`src/rtl/rgb_pwm_ctrl.sv`:
```
// Multi-channel RGB LED PWM/breathe controller driving open-drain sink enables
// and per-channel current bits, with glitch-free updates at period boundaries.
module rgb_pwm_ctrl #(
    parameter  int NCH     = 3,
    parameter  int PWM_W   = 8,
    parameter  int CUR_W   = 6,
    parameter  int PRESC_W = 8,
    localparam int CH_W    = (NCH > 1) ? $clog2(NCH) : 1
) (
    input  logic                   clk,
    input  logic                   rst_n,
    input  logic                   en,
    input  logic                   poc,
    input  logic [PRESC_W-1:0]     presc,
    input  logic                   wr_en,
    input  logic [CH_W-1:0]        wr_ch,
    input  logic [PWM_W-1:0]       wr_duty,
    input  logic [CUR_W-1:0]       wr_cur,
    input  logic                   wr_mode,
    output logic [NCH-1:0]         sink_en,
    output logic [NCH*CUR_W-1:0]   cbit_out,
    output logic                   period_tick
);
    localparam logic [PWM_W-1:0] CNT_LAST = {{(PWM_W-1){1'b1}}, 1'b0};

    logic rst_s1_q, rst_s2_q;
    logic rst_int_n;

    // Reset asserts immediately, releases two clocks after rst_n rises.
    always_ff @(posedge clk or negedge rst_n) begin
        if (!rst_n) begin
            rst_s1_q <= 1'b0;
            rst_s2_q <= 1'b0;
        end else begin
            rst_s1_q <= 1'b1;
            rst_s2_q <= rst_s1_q;
        end
    end
    assign rst_int_n = rst_s2_q;

    logic                 run, tick, boundary;
    logic [PRESC_W-1:0]   presc_q, presc_d;
    logic [PWM_W-1:0]     cnt_q, cnt_d;
    logic [NCH-1:0]       hit_vec;
    logic [NCH-1:0]       sink_en_q, sink_en_d;
    logic [NCH*CUR_W-1:0] cbit_q, cbit_d;
    logic                 period_tick_q;

    assign run      = en & ~poc;
    assign tick     = run & (presc_q == presc);
    assign boundary = tick & (cnt_q == CNT_LAST);

    // >= also catches a live presc drop below the running count.
    always_comb begin
        presc_d = presc_q;
        cnt_d   = cnt_q;
        if (!run) begin
            presc_d = '0;
            cnt_d   = '0;
        end else begin
            presc_d = (presc_q >= presc) ? '0 : presc_q + PRESC_W'(1);
            if (tick) begin
                cnt_d = (cnt_q == CNT_LAST) ? '0 : cnt_q + PWM_W'(1);
            end
        end
    end

    always_ff @(posedge clk or negedge rst_int_n) begin
        if (!rst_int_n) begin
            presc_q <= '0;
            cnt_q   <= '0;
        end else begin
            presc_q <= presc_d;
            cnt_q   <= cnt_d;
        end
    end

    for (genvar k = 0; k < NCH; k++) begin : g_ch
        logic [PWM_W-1:0] pduty_q, aduty_q, level_q, level_d, src_duty, d_eff;
        logic [CUR_W-1:0] pcur_q, acur_q, src_cur;
        logic             pmode_q, amode_q, dir_q, dir_d, src_mode, wr_hit;

        assign wr_hit   = wr_en & (wr_ch == CH_W'(k));
        assign src_duty = wr_hit ? wr_duty : pduty_q;
        assign src_cur  = wr_hit ? wr_cur  : pcur_q;
        assign src_mode = wr_hit ? wr_mode : pmode_q;

        // dir 0 = counting up toward duty, 1 = counting down toward 0.
        always_comb begin
            level_d = level_q;
            dir_d   = dir_q;
            if (src_mode && !amode_q) begin
                level_d = '0;
                dir_d   = 1'b0;
            end else if (src_mode) begin
                if (!dir_q) begin
                    if (level_q < src_duty) begin
                        level_d = level_q + PWM_W'(1);
                    end else if (level_q > src_duty) begin
                        level_d = level_q - PWM_W'(1);
                    end
                    dir_d = (level_d == src_duty);
                end else begin
                    if (level_q != '0) begin
                        level_d = level_q - PWM_W'(1);
                    end
                    dir_d = (level_d != '0);
                end
            end
        end

        always_ff @(posedge clk or negedge rst_int_n) begin
            if (!rst_int_n) begin
                pduty_q <= '0;
                pcur_q  <= '0;
                pmode_q <= 1'b0;
                aduty_q <= '0;
                acur_q  <= '0;
                amode_q <= 1'b0;
                level_q <= '0;
                dir_q   <= 1'b0;
            end else begin
                if (wr_hit) begin
                    pduty_q <= wr_duty;
                    pcur_q  <= wr_cur;
                    pmode_q <= wr_mode;
                end
                if (boundary) begin
                    aduty_q <= src_duty;
                    acur_q  <= src_cur;
                    amode_q <= src_mode;
                    level_q <= level_d;
                    dir_q   <= dir_d;
                end
            end
        end

        assign d_eff      = amode_q ? level_q : aduty_q;
        assign hit_vec[k] = (cnt_q < d_eff) && (acur_q != '0);
        assign cbit_d[k*CUR_W +: CUR_W] = (run && hit_vec[k]) ? acur_q : '0;
    end

    assign sink_en_d = run ? hit_vec : '0;

    always_ff @(posedge clk or negedge rst_int_n) begin
        if (!rst_int_n) begin
            sink_en_q     <= '0;
            cbit_q        <= '0;
            period_tick_q <= 1'b0;
        end else begin
            sink_en_q     <= sink_en_d;
            cbit_q        <= cbit_d;
            period_tick_q <= boundary;
        end
    end

    assign sink_en     = sink_en_q;
    assign cbit_out    = cbit_q;
    assign period_tick = period_tick_q;
endmodule

```
`config.mk`:
```
export PLATFORM = sky130hd
export DESIGN_NAME = rgb_pwm_ctrl
export DESIGN_NICKNAME = d
export VERILOG_FILES = /design/src/rtl/rgb_pwm_ctrl.sv
export SDC_FILE = /design/constraint.sdc
export NUM_CORES = 1
export LEC_CHECK = 0
export ABC_CLOCK_PERIOD_IN_PS = 5800
export CORE_MARGIN = 2
export CORE_UTILIZATION = 65
export CTS_CLUSTER_SIZE = 12
export DETAILED_ROUTE_END_ITERATION = 8
export DONT_BUFFER_PORTS = 1
export PLACE_DENSITY = 0.84
export SLEW_MARGIN = 5
export SYNTH_ARGS = -nofsm -noshare
export SYNTH_HDL_FRONTEND = slang
export SYNTH_SLANG_ARGS = --single-unit
```
`constraint.sdc`:
```
create_clock -name clk -period 5.8 [get_ports clk]
set_clock_uncertainty 0.15 [all_clocks]
set_input_delay 0.29 -clock clk [delete_from_list [all_inputs] [get_ports clk]]
set_output_delay 0.29 -clock clk [all_outputs]
set_load 0.01 [all_outputs]
```
# After elaboration in Yosys (flattened, before gate mapping)
# Index checks and enable logic that the tools add are counted.
# word_totals
out_inout_bits	22
elab_cells	158
mem_count	0
reg_bits	157
ramBits	0
rom_bits	0
inputBits	30
latch_bits	0
# op_classes
mux	66
n_eq_ne	8
mul	0
magnitude_cmp	10
bitwise_logic	7
shifts	0
div_mod_pow	0
n_addsub	8
n_reduce_logical	28
# op_table
cell	n
2-to-1 mux 8 bit	47
< comparator 8 bit	6
nonzero test 8 bit	6
adder 8 x 1 -> 8 bit (second input constant)	5
2-to-1 mux 6 bit	6
== test 8 bit	4
> comparator 8 bit	3
subtractor 8 x 1 -> 8 bit (second input constant)	3
nonzero test 6 bit	3
2-to-1 mux 1 bit	12
logical AND 1 bit	9
== test 8 bit (second input constant)	1
greater-or-equal comparator 8 bit	1
AND 1 bit	6
AND reduction 2 bit	3
nonzero test 2 bit	3
zero test 1 bit	3
2-to-1 mux 3 bit	1
== test 2 x 1 -> 1 bit (second input constant)	1
== test 2 bit (second input constant)	1
zero test 2 bit	1
inequality test 2 x 1 -> 1 bit (second input constant)	1
NOT 1 bit	1

# Logic depth before layout (Yosys ltp)
# Gate-level depths: netlist of the first run.
# logic_depth
word_depth	13
ltp_mapped	17
mapped_depth_nobuf	13

# Worst setup path after synthesis of the first run
# No wires, ideal clock.
# synth_timing
path_kind	input-to-reg
from	input port wr_ch[0]
to	register g_ch[2].dir_q
stages	12
path_buffers	1
path_slack_ps	2029
setup_ps	95
arrival_ps	3525
required_ps	5555
cell_sequence	and3b_2 > clkbuf_1 > mux2i_1 > ha_1 > a21o_1 > a21o_1 > a21o_1 > nor3_2 > mux2_2 > xnor2_1 > a2111o_1 > o31ai_1
# synth_between
elab_chain_cells	13
elab_cells_between_ends	18
classes_between	order compare (2); eq/ne (2); mux (10); bitwise (1); reduce/logical (3)
# synth_lines
item	line	text
start: declaration	16	input logic [CH_W-1:0] wr_ch,
== test 2 bit *	83	assign wr_hit = wr_en & (wr_ch == CH_W'(k));
AND 1 bit *	83	
2-to-1 mux 8 bit	n/a	
> comparator 8 bit	99	end else if (level_q > src_duty) begin
2-to-1 mux 8 bit	99	
2-to-1 mux 8 bit	97	if (level_q < src_duty) begin
2-to-1 mux 8 bit	96	if (!dir_q) begin
2-to-1 mux 8 bit	95	end else if (src_mode) begin
2-to-1 mux 8 bit	92	if (src_mode && !amode_q) begin
== test 8 bit	102	dir_d = (level_d == src_duty);
2-to-1 mux 1 bit	96	
2-to-1 mux 1 bit	95	
2-to-1 mux 1 bit	92	
end signal: assignment	133	dir_q <= dir_d;
end: declaration	81	logic pmode_q, amode_q, dir_q, dir_d, src_mode, wr_hit;
# Mark *: on every way between the ends. The rest lies on a longest branch, timed or not. The select of a mux whose other input is x is not followed.
# A chain may end at the register's enable or synchronous reset.

# Final worst setup path of the first run
# Ends and elaborated chain as after synthesis.

==> metrics.cfg, run 1 <==
[cts]
root_buffer = clkbuf_16
clk_pin_slew_ns = 0.08
clock-sinks = 157
clk_latency_ns = 0.45
cts.repair.resized = 0
cts_buffers = 17
cts_buffer_depth = 2
tritoncts = built
h-tree-depth = 4

[placed_design]
place_ws_ns = 1.22
dpl_cell_area_um2 = 10600
port_buffers = 0
hpwlAfterDp_um = 18400
gp_congestion = 0.992

[setup_path]
crit_type = input port to flip-flop
path_delay_family = simple AND/OR/NAND/NOR gates
crit_path_start_kind = input port
max_stage_delay_ns = 0.76
worstRegToRegCells = 10
cp_num_buf_inv = 0
crit_slowest_cell = mux2i_1
arrival_ns = 4.43
crit_chain = nand3b_1 -> mux2i_1 -> ha_1 -> and4_1 -> o31a_1 -> nor3_2 -> mux2_2 -> xnor2_1 -> a2111o_1 -> o31ai_1
endpoint_kind = flip-flop
cp.depth = 10
cp_data_required_time_ns = 6.00
crit_fanout = 16

[final_layout]
fin_util_pct = 71.7
fill_cells = 1158
syn_to_final_growth_pct = 7.63
final_cell_area_um2 = 11400
fin_nets = 1256
drive_above_1_share_pct = 7.80
diodes = 0
final_common_cell = nand2_1
mostFrequentLayoutCells = nand2_1 (174), dfrtp_1 (156), nor2_1 (97)

[floorplan]
design.core.area_um2 = 15900
std_cell_rows = 46
io-pin-count = 52
die_y_um = 132
die-width_um = 132
start_util_pct = 66.6
die-area_um2 = 17400

[global_routing]
top_usage_layer = met2
antenna_found_initial = 0
grt_pass1_wl_um = 44500
grt_max_degree = 147
met3_usage_pct = 6.31
grt_usage_pct = 31.7
grt_pass1_vias = 8477
grt_overflow = 0
grt_util_met2_pct = 51.1
gr-usage-met1_pct = 43.3

[sta]
slew_headroom_pct = 26.2
fmax_mhz = 237
fin_ws_ns = 1.57
setup_viol = 0
tightest_slew_ns = 1.10
period_share_pct = 72.8
slew_violations = 0
fin_crit_ns = 4.23
hold_viol_final = 0
setup_tns_ns = 0
rsz0062_at_grt = false

[synth]
synthMuxAreaShare_pct = 8.24
synth_xor_area_share_pct = 5.02
synth_top_family_by_area = simple AND/OR/NAND/NOR gates
yosys.area.top_type_share_pct = 37.0
syn_nets = 1286
synthAdderAreaFrac_pct = 7.05
yosys_warnings = 0
synth_ff_type = dfrtp_1
yosysUniqueCellTypes = 94
synth_area_leaders = dfrtp_1 (37%), ha_1 (6.9%), nand2_1 (6.1%)
synth_compound_area_share_pct = 15.8
seq_area_frac_synth_pct = 37.0
yosys.area_share.simple_pct = 22.0
synth_top_cell_by_area = dfrtp_1
syn_area_um2 = 10600
ys_async_sr_fraction_pct = 100
synth_seq_cells = 157
synth_edf_count = 0
synth.avg_cell_area_um2 = 8.88
synthesis.instances = 1197

[flow_run]
max_cap_viol_count = 0

[detailed_routing]
drc = 0
post_drt_wl_per_cell_um = 19.2
drtAntennaViolNets = 0
viasPerCell = 6.47
drtIter0Drc = 962
firstDrtPassIters = 5
vias = 9032
wirelength_um = 26800

[status]
status = complete, no violations

[power_and_ir_drop]
p_per_area_nw_per_um2 = 238
p_leak_nw = 5.21
peakVddDrop_mv = 0.244
power_mw = 2.72

[min_path]
min_path_type = flip-flop to asynchronous set/reset pin

[where the power goes]
group          leakage (nW)  internal [mW]  switching [mW]
logic                  2.83          0.141           0.238
clock network         0.303          0.597           0.574
registers              2.08           1.15          0.0245
[path summary, 6_finish.rpt]
kind | from | slack, ns | end
max | wr_ch[0] | 1.57 | g_ch[2].dir_q
min | rst_int_n | 0.009 | g_ch[2].dir_q
max reg2reg | g_ch[2].pduty_q[5] | 1.85 | g_ch[2].dir_q
min reg2reg | rst_int_n | 0.009 | g_ch[2].dir_q
max in group asynchronous | rst_int_n | 4.45 | g_ch[1].dir_q
min in group clk | wr_duty[4] | 0.02 | g_ch[2].pduty_q[4]
[flip-flops by register name, summed over array words and instances, names as in the netlist]
name,flops
g_ch.pcur_q,18
rst_int_n,1
period_tick,1
g_ch.dir_q,3
g_ch.pduty_q,24
g_ch.level_q,24
g_ch.pmode_q,3
presc_q,8
rst_s1_q,1
g_ch.aduty_q,24
g_ch.amode_q,3
g_ch.acur_q,18
cbit_out,18
sink_en,3
cnt_q,8
[layout make-up]
type	instances	area (µm²)	share of cell area, %
tap	216	270	2.36
multi-input combinational	916	6190	54.1
sequential	157	3930	34.4
clock inverter	15	204	1.78
timing repair buffer	21	213	1.86
clock buffer	17	425	3.72
inverter	54	203	1.77
[per-stage QoR]
stage / hold slack (ns) / instances
after global routing: 0.0287 / 1396
after detailed placement: -0.156 / 1347
after floorplan: -0.156 / 1197
after global placement: -0.156 / 1347
after CTS: 0.00319 / 1396
final: 0.00857 / 1396
[Yosys cell counts (7+ instances only)]
master,count
nand2_1,174
dfrtp_1,157
nor2_1,97
o21ai_0,74
ha_1,59
mux2i_1,57
clkbuf_1,55
inv_1,51
xnor2_1,39
nand3_1,34
nor3_1,33
a21oi_1,31
nor3b_1,22
and3_1,19
mux2_2,16
nand2b_1,16
o21a_1,15
xor2_1,15
a21o_1,14
a31oi_1,10
nor2b_1,10
nor4_1,10
o31ai_1,10
a211oi_1,9
a22o_1,9
nand4_1,8
o22ai_1,8
buf_2,7
or3_1,7
[layer usage]
metal	wire length (µm)	vias to the layer above
met5	0	-
met1	11500	4366
met2	12800	415
li1	-	4191
met4	597	0
met3	1960	60
[repair_timing]
action                                 CTS  global route
endpoints found under the hold margin   64             0
buffers inserted                         0             0
hold buffers                            17             0
[cells by family after synthesis]
family	count (synthesis)
xor+xnor	57
simple gates	475
buf+inv	124
other cells	1
flops	157
compound gates	243
fa+ha+maj	60
mux	80
[worst register-to-register path: stages, from the launching register on]
cell and delay (ns):
dfrtp_1 0.37, mux2i_1 0.42, ha_1 0.36, a21o_1 0.16
a21o_1 0.17, a21o_1 0.19, nor3_2 0.76, mux2_2 0.45
xnor2_1 0.13, a2111o_1 0.44, o31ai_1 0.26
(Power assumes the default switching activity.)
==> inputs of run 2 (changes only) <==
- ABC_CLOCK_PERIOD_IN_PS: 5800 -> 3950
- clock period: 5.8 -> 3.95 ns (I/O delays scaled with it)
==> metrics.cfg, run 2 (synthesis gave the netlist of run 1 again) <==
[floorplan]
start_util_pct = 66.6  ; unchanged
design.core.area_um2 = 15900  ; unchanged
io-pin-count = 52  ; unchanged
die-width_um = 132  ; unchanged
die-area_um2 = 17400  ; unchanged
std_cell_rows = 46  ; unchanged
die_y_um = 132  ; unchanged

[setup_path]
path_delay_family = simple AND/OR/NAND/NOR gates
crit_start = wr_ch[1]
arrival_ns = 3.75  ; -0.68 ns
worstRegToRegCells = 12  ; +2
endpoint_kind = flip-flop
crit_fanout = 12  ; -4
crit_type = input port to flip-flop
rrSetupSlack_ns = 0.57  ; -1.28 ns
timing.rr.start = g_ch[1].pduty_q[3]
cp_num_buf_inv = 2  ; +2
crit_chain = dlygate4sd3_1 -> nand3b_4 -> nand2_1 -> nand2_2 -> inv_1 -> ha_1 -> nand2_1 -> nor3_1 -> o31a_1 -> nor3_4 -> mux2i_1 -> xnor2_1 -> or4_1 -> o41ai_2
crit_path_start_kind = input port
cpMostUsedCell = nand2_1
crit_slowest_cell = dlygate4sd3_1
max_stage_delay_ns = 0.54  ; -0.22 ns
reg2reg_to = g_ch[1].dir_q
cp_data_required_time_ns = 4.14  ; -1.86 ns

[final_layout]
mostFrequentLayoutCells = nand2_1 (174), dfrtp_1 (156), nor2_1 (97)
final_common_cell = nand2_1
drive_above_1_share_pct = 11.4  ; +3.6 points
multi_input_area_um2 = 6190  ; unchanged
fin_nets = 1308  ; +4.1%
regArea_um2 = 3930  ; unchanged
largestRegisters = g_ch.aduty_q (24), g_ch.level_q (24), g_ch.pduty_q (24)
fill_cells = 1146  ; -1.0%
syn_to_final_growth_pct = 11.4

[detailed_routing]
drc = 0  ; unchanged
route.met2.wl_um = 14200  ; +11%
vias = 9595  ; +6.2%
drtAntennaViolNets = 0  ; unchanged
drtIter0Drc = 1243  ; +29%
firstDrtPassIters = 6  ; +1
highest_layer = met4
wl_met3_um = 3020  ; +54%
wirelength_um = 30700  ; +14%
viasPerCell = 6.62  ; +2.3%
post_drt_wl_per_cell_um = 21.2  ; +10%
m1WireLength_um = 12300  ; +7.1%

[global_routing]
grt_pass1_wl_um = 49700  ; +12%
grt_max_degree = 84  ; -43%
antenna_found_initial = 1  ; +1
grt_usage_pct = 35.8  ; +4.2 points
grt_pass1_vias = 9215  ; +8.7%
grt_overflow = 0  ; unchanged

[power_and_ir_drop]
pwr-share-seq_pct = 42.7  ; -0.4 points
p_switching_mw = 1.27  ; +52%
p_per_area_nw_per_um2 = 343  ; +44%
power_mw = 4.06  ; +49%
intPower_mw = 2.80  ; +48%
comb_power_share_pct = 15.5  ; +1.6 points
p_leak_nw = 5.46  ; +4.8%
swShare_pct = 31.2  ; +0.47 points
peakVddDrop_mv = 0.384  ; +57%
pwr-share-clk_pct = 41.8  ; -1.2 points

[cts]
clk_pin_slew_ns = 0.08  ; about the same
cts_buffers = 17  ; unchanged
clk_latency_ns = 0.44  ; about the same
cts_buffer_depth = 2  ; unchanged
clock-sinks = 157  ; unchanged
root_buffer = clkbuf_16
h-tree-depth = 4  ; unchanged
postCtsSetupRepairBufs = 0  ; unchanged
tritoncts = built

[sta]
hold_viol_final = 0  ; unchanged
setup_tns_ns = 0  ; unchanged
slew_headroom_pct = 51.0  ; +25 points
period_share_pct = 90.2
fmax_mhz = 281
slew_violations = 0  ; unchanged
tightest_slew_ns = 0.736  ; -0.367 ns
fin_hold_ws_ns = 0.0490  ; +0.0405 ns
fin_crit_ns = 3.56
setup_viol = 0  ; unchanged
rsz0062_at_grt = false

[placed_design]
port_buffers = 0  ; unchanged
gp_congestion = 0.994  ; +0.20%
hpwlAfterDp_um = 21000  ; +14%

[flow_run]
max_cap_viol_count = 0  ; unchanged

[status]
status = complete, no violations

[min_path]
min_path_cells = 4
hold_start = wr_ch[0]
holdPathEnd = g_ch[0].pcur_q[3]
min_path_type = input port to flip-flop

[run 2: area by class of cell]
| class | count | area share (%) |
|---|---|---|
| multi-input combinational | 916 | 52.3 |
| inverter | 54 | 1.71 |
| tap | 216 | 2.28 |
| clock inverter | 15 | 1.62 |
| sequential | 157 | 33.2 |
| antenna | 1 | 0.0211 |
| timing repair buffer | 73 | 5.28 |
| clock buffer | 17 | 3.59 |
[run 2: through the flow]
step / instance area, µm² / instances / setup WS (ns) / utilization [%]
final: 11800 / 1449 / 0.389 / 74.3
after global routing: 11800 / 1449 / 0.244 / 74.3
after CTS: 11800 / 1448 / 0.439 / 74.2
after detailed placement: 11000 / 1395 / 0.304 / 69.0
after global placement: 11000 / 1395 / 0.335 / 69.0
after floorplan: 10600 / 1197 / 0.272 / -
[run 2: layer usage]
| layer | up-vias | GRT usage (%) |
|---|---|---|
| met2 | 598 | 56.7 |
| met4 | 0 | 13.9 |
| met1 | 4575 | 48.7 |
| met3 | 122 | 7.30 |
| li1 | 4300 | - |
| met5 | - | 0 |
[run 2: worst max path at each step]
| stage | end | slack, ns | depth (start not counted) |
|---|---|---|---|
| global placement | g_ch[0].dir_q | 0.33 | 12 |
| detailed placement | g_ch[1].dir_q | 0.30 | 11 |
| floorplan | g_ch[2].dir_q | 0.27 | 12 |
| finish | g_ch[1].dir_q | 0.39 | 14 |
| global route | g_ch[1].dir_q | 0.24 | 14 |
| CTS | g_ch[1].dir_q | 0.44 | 14 |
[run 2: timing repair]
item | in CTS | in global routing
endpoints found under the hold margin | 71 | 0
hold buffers | 21 | 0
gates resized for setup | 0 | 0
[run 2: worst register-to-register path, cell delays in order (launching register included)]
cell and delay, ns:
dfrtp_1 0.38, nand2_1 0.07, nand2_2 0.10, inv_1 0.17, ha_1 0.28, nand2_1 0.10
nor3_1 0.05, o31a_1 0.33, nor3_4 0.49, mux2i_1 0.33, xnor2_1 0.10, or4_1 0.42
o41ai_2 0.32
[run 2: power groups by stage]
stage,logic [mW],clock network (mW),registers (mW)
6_report,0.631,1.70,1.74
5_1_grt,0.683,1.77,1.74
4_1_cts,0.616,1.69,1.73
3_5_place_dp,0.576,0,1.76
3_3_place_gp,0.563,0,1.76
2_1_floorplan,0.400,0,1.76
